`src/rtl/water_valve_actuator.sv`:
```
// Valve motor sequencer: debounces the supply controller's command word and drives
// open/close travel against limit switches with a travel timeout and latched faults.
module water_valve_actuator #(
  parameter int STABLE_CYCLES  = 4,
  parameter int TRAVEL_TIMEOUT = 1000,
  parameter int TIMER_WIDTH    = 16
) (
  input  logic       clock,
  input  logic       reset_n,
  input  logic [3:0] valvule,
  input  logic       limit_open,
  input  logic       limit_closed,
  input  logic       fault_clear,
  output logic       motor_open,
  output logic       motor_close,
  output logic       valve_open,
  output logic       fault,
  output logic       invalid_code
);

  typedef enum logic [2:0] {
    S_INIT,
    S_CLOSED,
    S_OPENING,
    S_OPEN,
    S_CLOSING,
    S_FAULT
  } state_e;

  localparam logic [3:0]             CODE_OPEN    = 4'b1110;
  localparam logic [3:0]             CODE_CLOSE   = 4'b1111;
  localparam logic [TIMER_WIDTH-1:0] STABLE_N     = TIMER_WIDTH'(STABLE_CYCLES);
  localparam logic [TIMER_WIDTH-1:0] TIMEOUT_LAST = TIMER_WIDTH'(TRAVEL_TIMEOUT - 1);
  localparam logic [TIMER_WIDTH-1:0] ONE          = TIMER_WIDTH'(1);

  logic [3:0]             sample_q;
  logic [3:0]             cand_q, cand_d;
  logic [TIMER_WIDTH-1:0] deb_q, deb_d;
  logic                   accept;
  logic                   cmd_open_q, cmd_open_d;
  logic                   invalid_q, invalid_d;

  state_e                 state_q, state_d;
  logic [TIMER_WIDTH-1:0] timer_q, timer_d;
  logic                   both_limits;
  logic                   timed_out;

  logic motor_open_q, motor_close_q, valve_open_q, fault_q;

  // Debounce: a candidate word must be seen STABLE_CYCLES times in a row; it is
  // accepted once, on the edge where the run length first reaches the threshold.
  always_comb begin
    cand_d = cand_q;
    deb_d  = deb_q;
    if (sample_q != cand_q) begin
      cand_d = sample_q;
      deb_d  = ONE;
    end else if (deb_q < STABLE_N) begin
      deb_d = deb_q + ONE;
    end
    accept = (deb_d == STABLE_N) && ((deb_q != STABLE_N) || (sample_q != cand_q));
  end

  always_comb begin
    cmd_open_d = cmd_open_q;
    invalid_d  = invalid_q;
    if (fault_clear) begin
      invalid_d = 1'b0;
    end
    if (accept) begin
      cmd_open_d = (cand_d == CODE_OPEN);
      if ((cand_d != CODE_OPEN) && (cand_d != CODE_CLOSE)) begin
        invalid_d = 1'b1;
      end
    end
  end

  always_ff @(posedge clock or negedge reset_n) begin
    if (!reset_n) begin
      sample_q   <= CODE_CLOSE;
      cand_q     <= CODE_CLOSE;
      deb_q      <= '0;
      cmd_open_q <= 1'b0;
      invalid_q  <= 1'b0;
    end else begin
      sample_q   <= valvule;
      cand_q     <= cand_d;
      deb_q      <= deb_d;
      cmd_open_q <= cmd_open_d;
      invalid_q  <= invalid_d;
    end
  end

  assign both_limits = limit_open & limit_closed;
  assign timed_out   = (timer_q >= TIMEOUT_LAST);

  // Travel sequencer. Every branch that leaves or enters a travel state leaves
  // timer_d at zero, so any reversal restarts the timeout window.
  always_comb begin
    state_d = state_q;
    timer_d = '0;
    case (state_q)
      S_INIT: begin
        state_d = limit_closed ? S_CLOSED : S_CLOSING;
      end
      S_CLOSED: begin
        if (!limit_closed) begin
          state_d = S_CLOSING;
        end else if (cmd_open_q) begin
          state_d = S_OPENING;
        end
      end
      S_OPENING: begin
        if (timed_out) begin
          state_d = S_FAULT;
        end else if (limit_open) begin
          state_d = S_OPEN;
        end else if (!cmd_open_q) begin
          state_d = S_CLOSING;
        end else begin
          timer_d = timer_q + ONE;
        end
      end
      S_OPEN: begin
        // A close request wins over a lost open limit: ambiguity resolves toward closed.
        if (!cmd_open_q) begin
          state_d = S_CLOSING;
        end else if (!limit_open) begin
          state_d = S_OPENING;
        end
      end
      S_CLOSING: begin
        if (timed_out) begin
          state_d = S_FAULT;
        end else if (limit_closed) begin
          state_d = S_CLOSED;
        end else if (cmd_open_q) begin
          state_d = S_OPENING;
        end else begin
          timer_d = timer_q + ONE;
        end
      end
      S_FAULT: begin
        if (fault_clear) begin
          state_d = S_CLOSING;
        end
      end
      default: begin
        state_d = S_INIT;
      end
    endcase
    if (both_limits) begin
      state_d = S_FAULT;
      timer_d = '0;
    end
  end

  always_ff @(posedge clock or negedge reset_n) begin
    if (!reset_n) begin
      state_q       <= S_INIT;
      timer_q       <= '0;
      motor_open_q  <= 1'b0;
      motor_close_q <= 1'b0;
      valve_open_q  <= 1'b0;
      fault_q       <= 1'b0;
    end else begin
      state_q       <= state_d;
      timer_q       <= timer_d;
      motor_open_q  <= (state_d == S_OPENING);
      motor_close_q <= (state_d == S_CLOSING);
      valve_open_q  <= (state_d == S_OPEN);
      fault_q       <= (state_d == S_FAULT);
    end
  end

  assign motor_open   = motor_open_q;
  assign motor_close  = motor_close_q;
  assign valve_open   = valve_open_q;
  assign fault        = fault_q;
  assign invalid_code = invalid_q;

endmodule

```
`config.mk`:
```
export PLATFORM = sky130hd
export DESIGN_NAME = water_valve_actuator
export DESIGN_NICKNAME = d
export VERILOG_FILES = /design/src/rtl/water_valve_actuator.sv
export SDC_FILE = /design/constraint.sdc
export NUM_CORES = 1
export LEC_CHECK = 0
export BUFFER_PORTS_ARGS = -buffer_cell sky130_fd_sc_hd__buf_2
export CORE_MARGIN = 2
export CORE_UTILIZATION = 55
export CTS_CLUSTER_SIZE = 25
export DETAILED_ROUTE_END_ITERATION = 12
export PLACE_DENSITY = 0.74
export SLEW_MARGIN = 5
export SYNTH_ARGS = -nofsm -noshare
export SYNTH_HDL_FRONTEND = slang
export SYNTH_SLANG_ARGS = --single-unit
export TNS_END_PERCENT = 1
```
`constraint.sdc`:
```
create_clock -name clock -period 2.1 [get_ports clock]
set_input_delay 0.42 -clock clock [delete_from_list [all_inputs] [get_ports clock]]
set_output_delay 0.42 -clock clock [all_outputs]
set_load 0.05 [all_outputs]
```
* Yosys cells after proc, flatten, opt, wreduce, memory -nomap -nowiden
Cells that the tools add are included.
Storage, ports and cells: flip-flop bits (word level) 49, input bits 9, output and inout bits 5, logic and storage cells 62
Cells by class: add/sub/neg operators 2, $lt $le $gt $ge 2, equal/unequal tests 15, muxes and demuxes 27, bitwise operators 1, reduce and logical (&&, ||, !) cells 4
Operators by type and width (count):
- $mux W16 | 9
- $mux W3 | 12
- $add A16 B1 Y16 const B | 2
- $pmux W16 S2 | 1
- $pmux W3 S6 | 1
- $eq A16 B3 Y1 const B | 1
- $ge A16 B10 Y1 const B | 1
- $lt A16 B3 Y1 const B | 1
- $ne A16 B3 Y1 const B | 1
- $eq A3 B2 Y1 const B | 4
- $eq A3 B3 Y1 const B | 4
- $ne A4 B4 Y1 const B | 2
- $eq A4 B4 Y1 const B | 1
- $mux W4 | 1
- $ne A4 B4 Y1 | 1
- $eq A3 B1 Y1 const B | 1
- $logic_not A3 Y1 | 1
- $mux W1 | 3
- $logic_and A1 B1 Y1 | 2
- $and A1 B1 Y1 | 1
- $logic_or A1 B1 Y1 | 1

* Longest topological paths before layout
Gate-level depths: netlist of run 1.
word-level depth 6, mapped depth 7, depth with buffers taken out 6

* Worst setup path before layout of run 1
Ideal clock, no wire load.
path kind flip-flop to flip-flop, from register timer_q[0], to register timer_q[9], setup time 0.072 ns, arrival 1.647 ns, required time 2.028 ns, slack 0.382 ns, cell stages (with the launch flop) 7, path buffers 1, period minus slack after synthesis 1.718 ns, cell sequence dfrtp_1 -> ha_1 -> a211oi_2 -> nor4b_2 -> or4_1 -> buf_2 -> nor2_1
On the way: cells in the longest elaborated chain, start to end 6, elaborated cells between the ends (all ways) 10, classes of those cells 1 x add/sub; 1 x order compare; 8 x mux
RTL lines:
- from (decl) | line 44 | logic [TIMER_WIDTH-1:0] timer_q, timer_d;
- from (signal assigned) | line 168 | timer_q <= timer_d;
- $add A16 B1 Y16 | line 121, 140
- $mux W16 (on tied branches) | line 137, 118
- $mux W16 (on tied branches) | line 135, 116
- $mux W16 (on tied branches) | line 133, 114
- $pmux W16 S2 (*) | line 102 | case (state_q)
- $mux W16 (*) | line 152 | if (both_limits) begin
- named net timer_d[9] | line 44
Mark *: on every way through the listed nets, which the timed path passes. The rest lies on a longest branch. A chain may end at the register's enable or synchronous reset.

* Worst setup path after layout of run 1
from register timer_q[0], to register timer_q[7]
The elaborated chain is that of the path after synthesis.

==> implementation parameters, run 1 <==
Parameter                              Value

Placement
  Detail Placement HPWL    2320 um
  GPL Wtd Cong    0.814
  Setup slack at placement    approximately 0.20 ns
  PortBufs    13

Clock network
  Clock tree from TritonCTS    yes
  CTS HTree Levels    2
  Gates resized, CTS repair    0
  Clock root buffer    sky130_fd_sc_hd__clkbuf_8
  Clock transition at the registers of the reported paths    about 0.090 ns
  # clock sinks    49
  Number of CTS-inserted buffers    5
  Clock latency on the worst-skew pair    ~0.30 ns
  Setup bufs post-CTS    0
  # hold bufs at CTS    0
  Maximum number of buffers from clock root to sink    2

Floorplanning
  Initial cell density of the core    0.570
  Total I/O pin count    14
  Area enclosed by the die boundary    0.00430 mm^2
  Die outline height    ~66 um
  Core footprint    0.00366 mm^2
  Number of standard-cell rows in the floorplan    22
  X dimension of the die    65.6 um

Status
  Result of the run    finished, final reports clean

Synthesis
  Synth top area cells    sky130_fd_sc_hd__dfrtp_1 (49%), sky130_fd_sc_hd__dfstp_2 (10%), sky130_fd_sc_hd__and2_1 (4.2%)
  Sequential element share of the synthesized area    0.593
  Cell type with the largest total area after synthesis    sky130_fd_sc_hd__dfrtp_1
  Share of Yosys cell area claimed by the top area cell type    0.492
  Number of standard cells after synthesis    approximately 180
  Average footprint of a synthesized cell    roughly 12 um^2
  Count of state elements after synthesis    49
  Synth warn    0
  Combined area of all synthesized cells    0.00209 mm^2
  Number of distinct library cells after synthesis    47

Min path
  Path class of the lowest-slack min-delay path    in2async

Run
  Max-cap violation count    0

Finish
  Fin nets    207
  Combined area of the multi-input logic cells    802 um^2
  Antenna Cells    0
  Most common library cell in the layout ignoring fill and taps    sky130_fd_sc_hd__dfrtp_1
  Proportion of layout cells with a drive suffix above 1    0.224
  Area growth from synthesis to layout    9.96%
  Top library cells by usage in the layout, fill and taps aside    sky130_fd_sc_hd__dfrtp_1 (41), sky130_fd_sc_hd__nor2_1 (23), sky130_fd_sc_hd__and2_1 (14), sky130_fd_sc_hd__buf_2 (13), sky130_fd_sc_hd__nand2_1 (9)
  Fill cell total of the finished layout    309
  Register area    0.00124 mm^2

Global route
  Wire length of the first global-routing pass    5870 um
  Total global routing track utilization    0.181
  Vias in the first global route    1355
  Antenna violations before repair    0
  Largest net degree at the start of global routing    50
  Aggregate global routing overflow    0

Power
  Switching pwr    approximately 0.53 mW
  Share of power burned in registers    0.550
  Switching share of total power    0.278
  Leakage power    1.04 nW
  Maximum ir drop on the vdd rail    between 500 and 600 uV
  Portion of total power attributed to the clock network    0.294
  Power density of the placed cells    831 mW/mm^2
  Logic gate share of total power    0.156
  Int Power    ~1.4 mW

Routing
  Detailed-router iteration count before antenna repair    4
  Number of DRC markers after the initial detailed-route iteration    85
  Number of antenna-violating nets in the routed design    0
  Via count of the routed design    around 1300
  Via density per instance    5.19
  Post-route DRC    0
  Routed length per instance    13.2 um
  Drt total wl    3220 um

Timing
  Final sum of negative setup slack    0 ns
  Post-layout worst setup margin    0.171 ns
  Transition time at the pin with the least slew margin    0.575 ns
  Post-route clock skew    ~0.012 ns
  Post-layout min period    ~1.9 ns
  Slew headroom    0.617
  Pins over their slew limit    0
  Endpoints failing setup    0
  Unrepaired setup endpoints after global routing    no
  Final period utilization    0.918
  Number of hold-slack violations in the final timing report    0
  Max Clk Rate    518 MHz

Worst setup path
  Register-to-register setup slack    0.17 ns
  Critical register-to-register path startpoint    timer_q[0]
  Terminus of the critical flop-to-flop path    timer_q[7]
  Count of cells along the worst register-to-register path    5
  Critical path, cell by cell    ha_1 > a211oi_2 > nor4b_2 > or4_1 > nor2_1
  CP arrival    2.15 ns
  Beginning of the critical path    timer_q[0]
  Nature of the critical path startpoint    register
  Master of the slowest instance on the critical path    sky130_fd_sc_hd__or4_1
  Type of element capturing the critical path    register
  Peak per-stage delay on the critical path    0.66 ns
  Peak fanout along the critical path    10
  Required time at the endpoint of the critical path    2.32 ns
  Class of the most critical setup path    reg2reg
  Crit path capture    timer_q[7]
[cells by family after synthesis]
kind of cell,Yosys count,share of synthesized area
multiplexers,4,0.0204
XOR/XNOR,13,0.0546
buffers and inverters,15,0.0318
adder cells (fa/ha/maj),3,0.0180
AO/OA/AOI/OAI,18,0.0684
other,1,0.00180
AND/OR/NAND/NOR,75,0.212
flip-flops,49,0.593
[power by group through the flow]
stage          sequential, mW  clock, mW  combinational [mW]
6_report                 1.05      0.559               0.297
5_1_grt                  1.06      0.615               0.326
4_1_cts                  1.05      0.578               0.299
3_5_place_dp             1.07          0               0.297
3_3_place_gp             1.06          0               0.283
2_1_floorplan            1.10          0               0.184
[final cells by class]
type | count | area share
Clock buffer | 6 | 0.0360
Clock inverter | 2 | 0.00600
Inverter | 5 | 0.00818
Multi-Input combinational cell | 119 | 0.350
Sequential cell | 49 | 0.539
Tap cell | 48 | 0.0262
Timing Repair Buffer | 15 | 0.0349
[per-layer routing]
metal	vias up	part of all wire	track usage
met4	0	0.019	0.0807
met3	9	0.038	0.0479
met5	-	0	0
met1	609	0.42	0.214
met2	29	0.52	0.309
li1	619	-	-
[synthesized netlist by cell type, drive strengths merged]
| library cell | instances |
|---|---|
| ha | 3 |
| nor4 | 4 |
| inv | 5 |
| nor2b | 4 |
| nand3 | 4 |
| xnor2 | 6 |
| buf | 3 |
| o31ai | 2 |
| nand2 | 9 |
| and4 | 1 |
| or4 | 1 |
| xor2 | 7 |
| mux2i | 2 |
| clkbuf | 7 |
| o21a | 1 |
| and3b | 1 |
| nand4 | 2 |
| nand2b | 2 |
| o221a | 1 |
| nor2 | 23 |
| and3 | 2 |
| a211oi | 1 |
| dfrtp | 41 |
| a2bb2oi | 1 |
| conb | 1 |
| and2 | 14 |
| dfstp | 8 |
| o22ai | 1 |
| a21oi | 5 |
| nor3 | 4 |
| a32oi | 1 |
| o21ai | 1 |
| o22a | 1 |
| nor4b | 2 |
| o2111ai | 1 |
| or2 | 1 |
| or3b | 1 |
| mux2 | 2 |
| a31oi | 1 |
| o211ai | 1 |
[worst min path at each step]
stage                       end  slack, ns
CTS                 sample_q[2]       0.20
global route        sample_q[2]       0.20
floorplan            cmd_open_q       0.12
finish               motor_open       0.19
detailed placement    cand_q[3]       0.37
global placement      cand_q[3]       0.37
[critical path, delay by kind of cell, from the launching register on]
kind,cells,cell delay (ns)
adder cells (fa/ha/maj),1,0.27
AND/OR/NAND/NOR,3,0.92
AO/OA/AOI/OAI,1,0.25
flip-flops,1,0.41
[stage by stage]
step | instances | hold slack, ns | util | instance area (um^2) | total power, mW
floorplan | 183 | 0.124 | - | 2100 | 1.28
global placement | 236 | 0.369 | 0.600 | 2200 | 1.35
detailed placement | 236 | 0.371 | 0.600 | 2200 | 1.37
CTS | 244 | 0.205 | 0.626 | 2290 | 1.93
global route | 244 | 0.197 | 0.626 | 2290 | 2.00
finish | 244 | 0.186 | 0.626 | 2290 | 1.91
[sequential cells by signal (all words and copies together) (netlist names)]
name,cells
motor_close,1
deb_q,16
cand_q,4
sample_q,4
state_q,3
motor_open,1
valve_open,1
fault,1
cmd_open_q,1
timer_q,16
invalid_code,1
Note: power is estimated with default switching activity, not from simulation.
==> run 2: changes to the inputs <==
BUFFER_PORTS_ARGS = -buffer_cell sky130_fd_sc_hd__clkbuf_2   (was -buffer_cell sky130_fd_sc_hd__buf_2)
==> run 2 against run 1 <==
  * First-iteration DRC count shrank 21%
  * Sequential share of layout area shrank 0.61 points
  * Cell count is the same
  * Combinational power is essentially flat
  * Fmax shrank 2.9%
  * Count of clock-buffer cells in the layout shrank 1
  * Clock power grew 16%
  * Register-to-register slack lost 0.06 ns
  * Highest routed layer unchanged
==> implementation parameters, run 2 (synthesized netlist as in run 1, its figures left out) <==
Parameter                              Value

Floorplanning
  Initial cell density of the core    0.570
  Core footprint    0.00366 mm^2
  X dimension of the die    65.6 um
  Die outline height    65.6 um
  Total I/O pin count    14
  Number of standard-cell rows in the floorplan    22
  Area enclosed by the die boundary    0.00430 mm^2

Worst setup path
  Peak fanout along the critical path    10
  Nature of the critical path startpoint    register
  Master of the slowest instance on the critical path    sky130_fd_sc_hd__or4_1
  CP arrival    2.22 ns
  Required time at the endpoint of the critical path    2.33 ns
  Class of the most critical setup path    reg2reg
  Type of element capturing the critical path    register
  Peak per-stage delay on the critical path    around 0.66 ns
  Critical path, cell by cell    ha_1 > a211oi_2 > nor4b_2 > or4_1 > nor2_1

Routing
  Via count of the routed design    1304
  Post-route DRC    0
  Number of DRC markers after the initial detailed-route iteration    between 60 and 70
  Detailed-router iteration count before antenna repair    4
  Drt total wl    approximately 3200 um
  Number of antenna-violating nets in the routed design    0
  Routed length per instance    13.3 um
  Via density per instance    ~5.3

Finish
  Combined area of the multi-input logic cells    between 800 and 900 um^2
  Layout Cell Area excl Fill    around 0.0023 mm^2
  Fill cell total of the finished layout    283
  Area growth from synthesis to layout    11.2%
  Top library cells by usage in the layout, fill and taps aside    sky130_fd_sc_hd__dfrtp_1 (41), sky130_fd_sc_hd__nor2_1 (23), sky130_fd_sc_hd__and2_1 (14), sky130_fd_sc_hd__clkbuf_2 (13), sky130_fd_sc_hd__nand2_1 (9)
  Proportion of layout cells with a drive suffix above 1    0.219
  Fin nets    207
  Antenna Cells    0
  Register area    0.00124 mm^2
  Largest registers    deb_q x16, timer_q x16
  Most common library cell in the layout ignoring fill and taps    sky130_fd_sc_hd__dfrtp_1

Global route
  Wire length of the first global-routing pass    5800 um
  Largest net degree at the start of global routing    27
  Vias in the first global route    1375
  Total global routing track utilization    0.179
  Aggregate global routing overflow    0
  Antenna violations before repair    0

Clock network
  CTS HTree Levels    2
  Setup bufs post-CTS    0
  Clock latency on the worst-skew pair    0.30 ns
  Gates resized, CTS repair    0
  Clock tree from TritonCTS    yes
  Number of CTS-inserted buffers    5
  Clock root buffer    sky130_fd_sc_hd__clkbuf_8
  # clock sinks    49
  Clock transition at the registers of the reported paths    0.09 ns
  Maximum number of buffers from clock root to sink    2
  # hold bufs at CTS    0

Min path
  Path class of the lowest-slack min-delay path    in2async

Status
  Result of the run    finished, final reports clean

Power
  Switching pwr    roughly 0.53 mW
  Maximum ir drop on the vdd rail    473 uV
  Switching share of total power    0.267
  Portion of total power attributed to the clock network    0.324
  Logic gate share of total power    0.148
  Share of power burned in registers    0.528
  Leakage power    1.04 nW
  Int Power    around 1.5 mW
  Power density of the placed cells    about 860 mW/mm^2

Placement
  PortBufs    13
  Detail Placement HPWL    2370 um
  GPL Wtd Cong    between 0.8 and 0.9
  Area after DPL    0.00221 mm^2

Timing
  Transition time at the pin with the least slew margin    0.590 ns
  Post-layout min period    1.99 ns
  Final period utilization    0.946
  Slew headroom    0.607
  Post-route clock skew    about 0.0074 ns
  Pins over their slew limit    0
  Worst hold slack after final layout    0.106 ns
  Endpoints failing setup    0
  Final sum of negative setup slack    0 ns
  Max Clk Rate    503 MHz
  Number of hold-slack violations in the final timing report    0
  Unrepaired setup endpoints after global routing    no

Run
  Max-cap violation count    0
run 2: cell count changes in the layout (fill, tap and decap cells not counted), sizes merged:
cell,before,now
buf,15,2
clkbuf,6,18
bufinv,0,1
clkinv,2,1
clkinvlp,0,1
run 2: path summary, 6_finish.rpt:
check	from	slack, ns	cells past startpoint	end
min in group clock	valvule[2]	0.19	1	sample_q[2]
max in group asynchronous	reset_n	1.46	2	deb_q[14]
worst min-delay path	reset_n	0.11	1	state_q[1]
worst min register to register	sample_q[2]	0.38	0	cand_q[2]
worst max register to register	timer_q[0]	0.11	5	timer_q[7]
worst max-delay path	timer_q[0]	0.11	5	timer_q[7]
run 2: routing by layer:
layer  routed length, um  global-route usage  share of wire
met2                1710               0.324           0.53
met4                  68              0.0807          0.021
met3                 130              0.0411          0.040
met5                   0                   0              0
met1                1340               0.200           0.41
run 2: metrics by stage:
| step | instances | setup slack, ns | utilization | power (mW) |
|---|---|---|---|---|
| after floorplan | 183 | 0.382 | - | 1.28 |
| after global placement | 236 | 0.265 | 0.604 | 1.35 |
| after detailed placement | 236 | 0.128 | 0.604 | 1.36 |
| after CTS | 244 | 0.0952 | 0.634 | 2.02 |
| after global routing | 244 | 0.00381 | 0.634 | 2.09 |
| final | 244 | 0.113 | 0.634 | 1.99 |
run 2: power groups by stage:
stage | Clock (mW) | Sequential [mW] | Combinational, mW
2_1_floorplan | 0 | 1.10 | 0.184
3_3_place_gp | 0 | 1.06 | 0.286
3_5_place_dp | 0 | 1.07 | 0.294
4_1_cts | 0.667 | 1.05 | 0.299
5_1_grt | 0.714 | 1.06 | 0.322
6_report | 0.647 | 1.05 | 0.295
run 2: area by class of cell:
type	instances	share of cell area
flip-flops and latches	49	0.533
multi-input cells	119	0.346
repair buffers	15	0.0399
clock buffers	5	0.0297
well taps	48	0.0259
clock inverters	3	0.0178
inverters	5	0.00809
run 2: critical path: cells and delay by family, from the launching register on:
kind / cells / cell delay [ns]
AO/OA/AOI/OAI: 1 / 0.29
adder cells (fa/ha/maj): 1 / 0.28
flip-flops: 1 / 0.41
AND/OR/NAND/NOR: 3 / 0.94
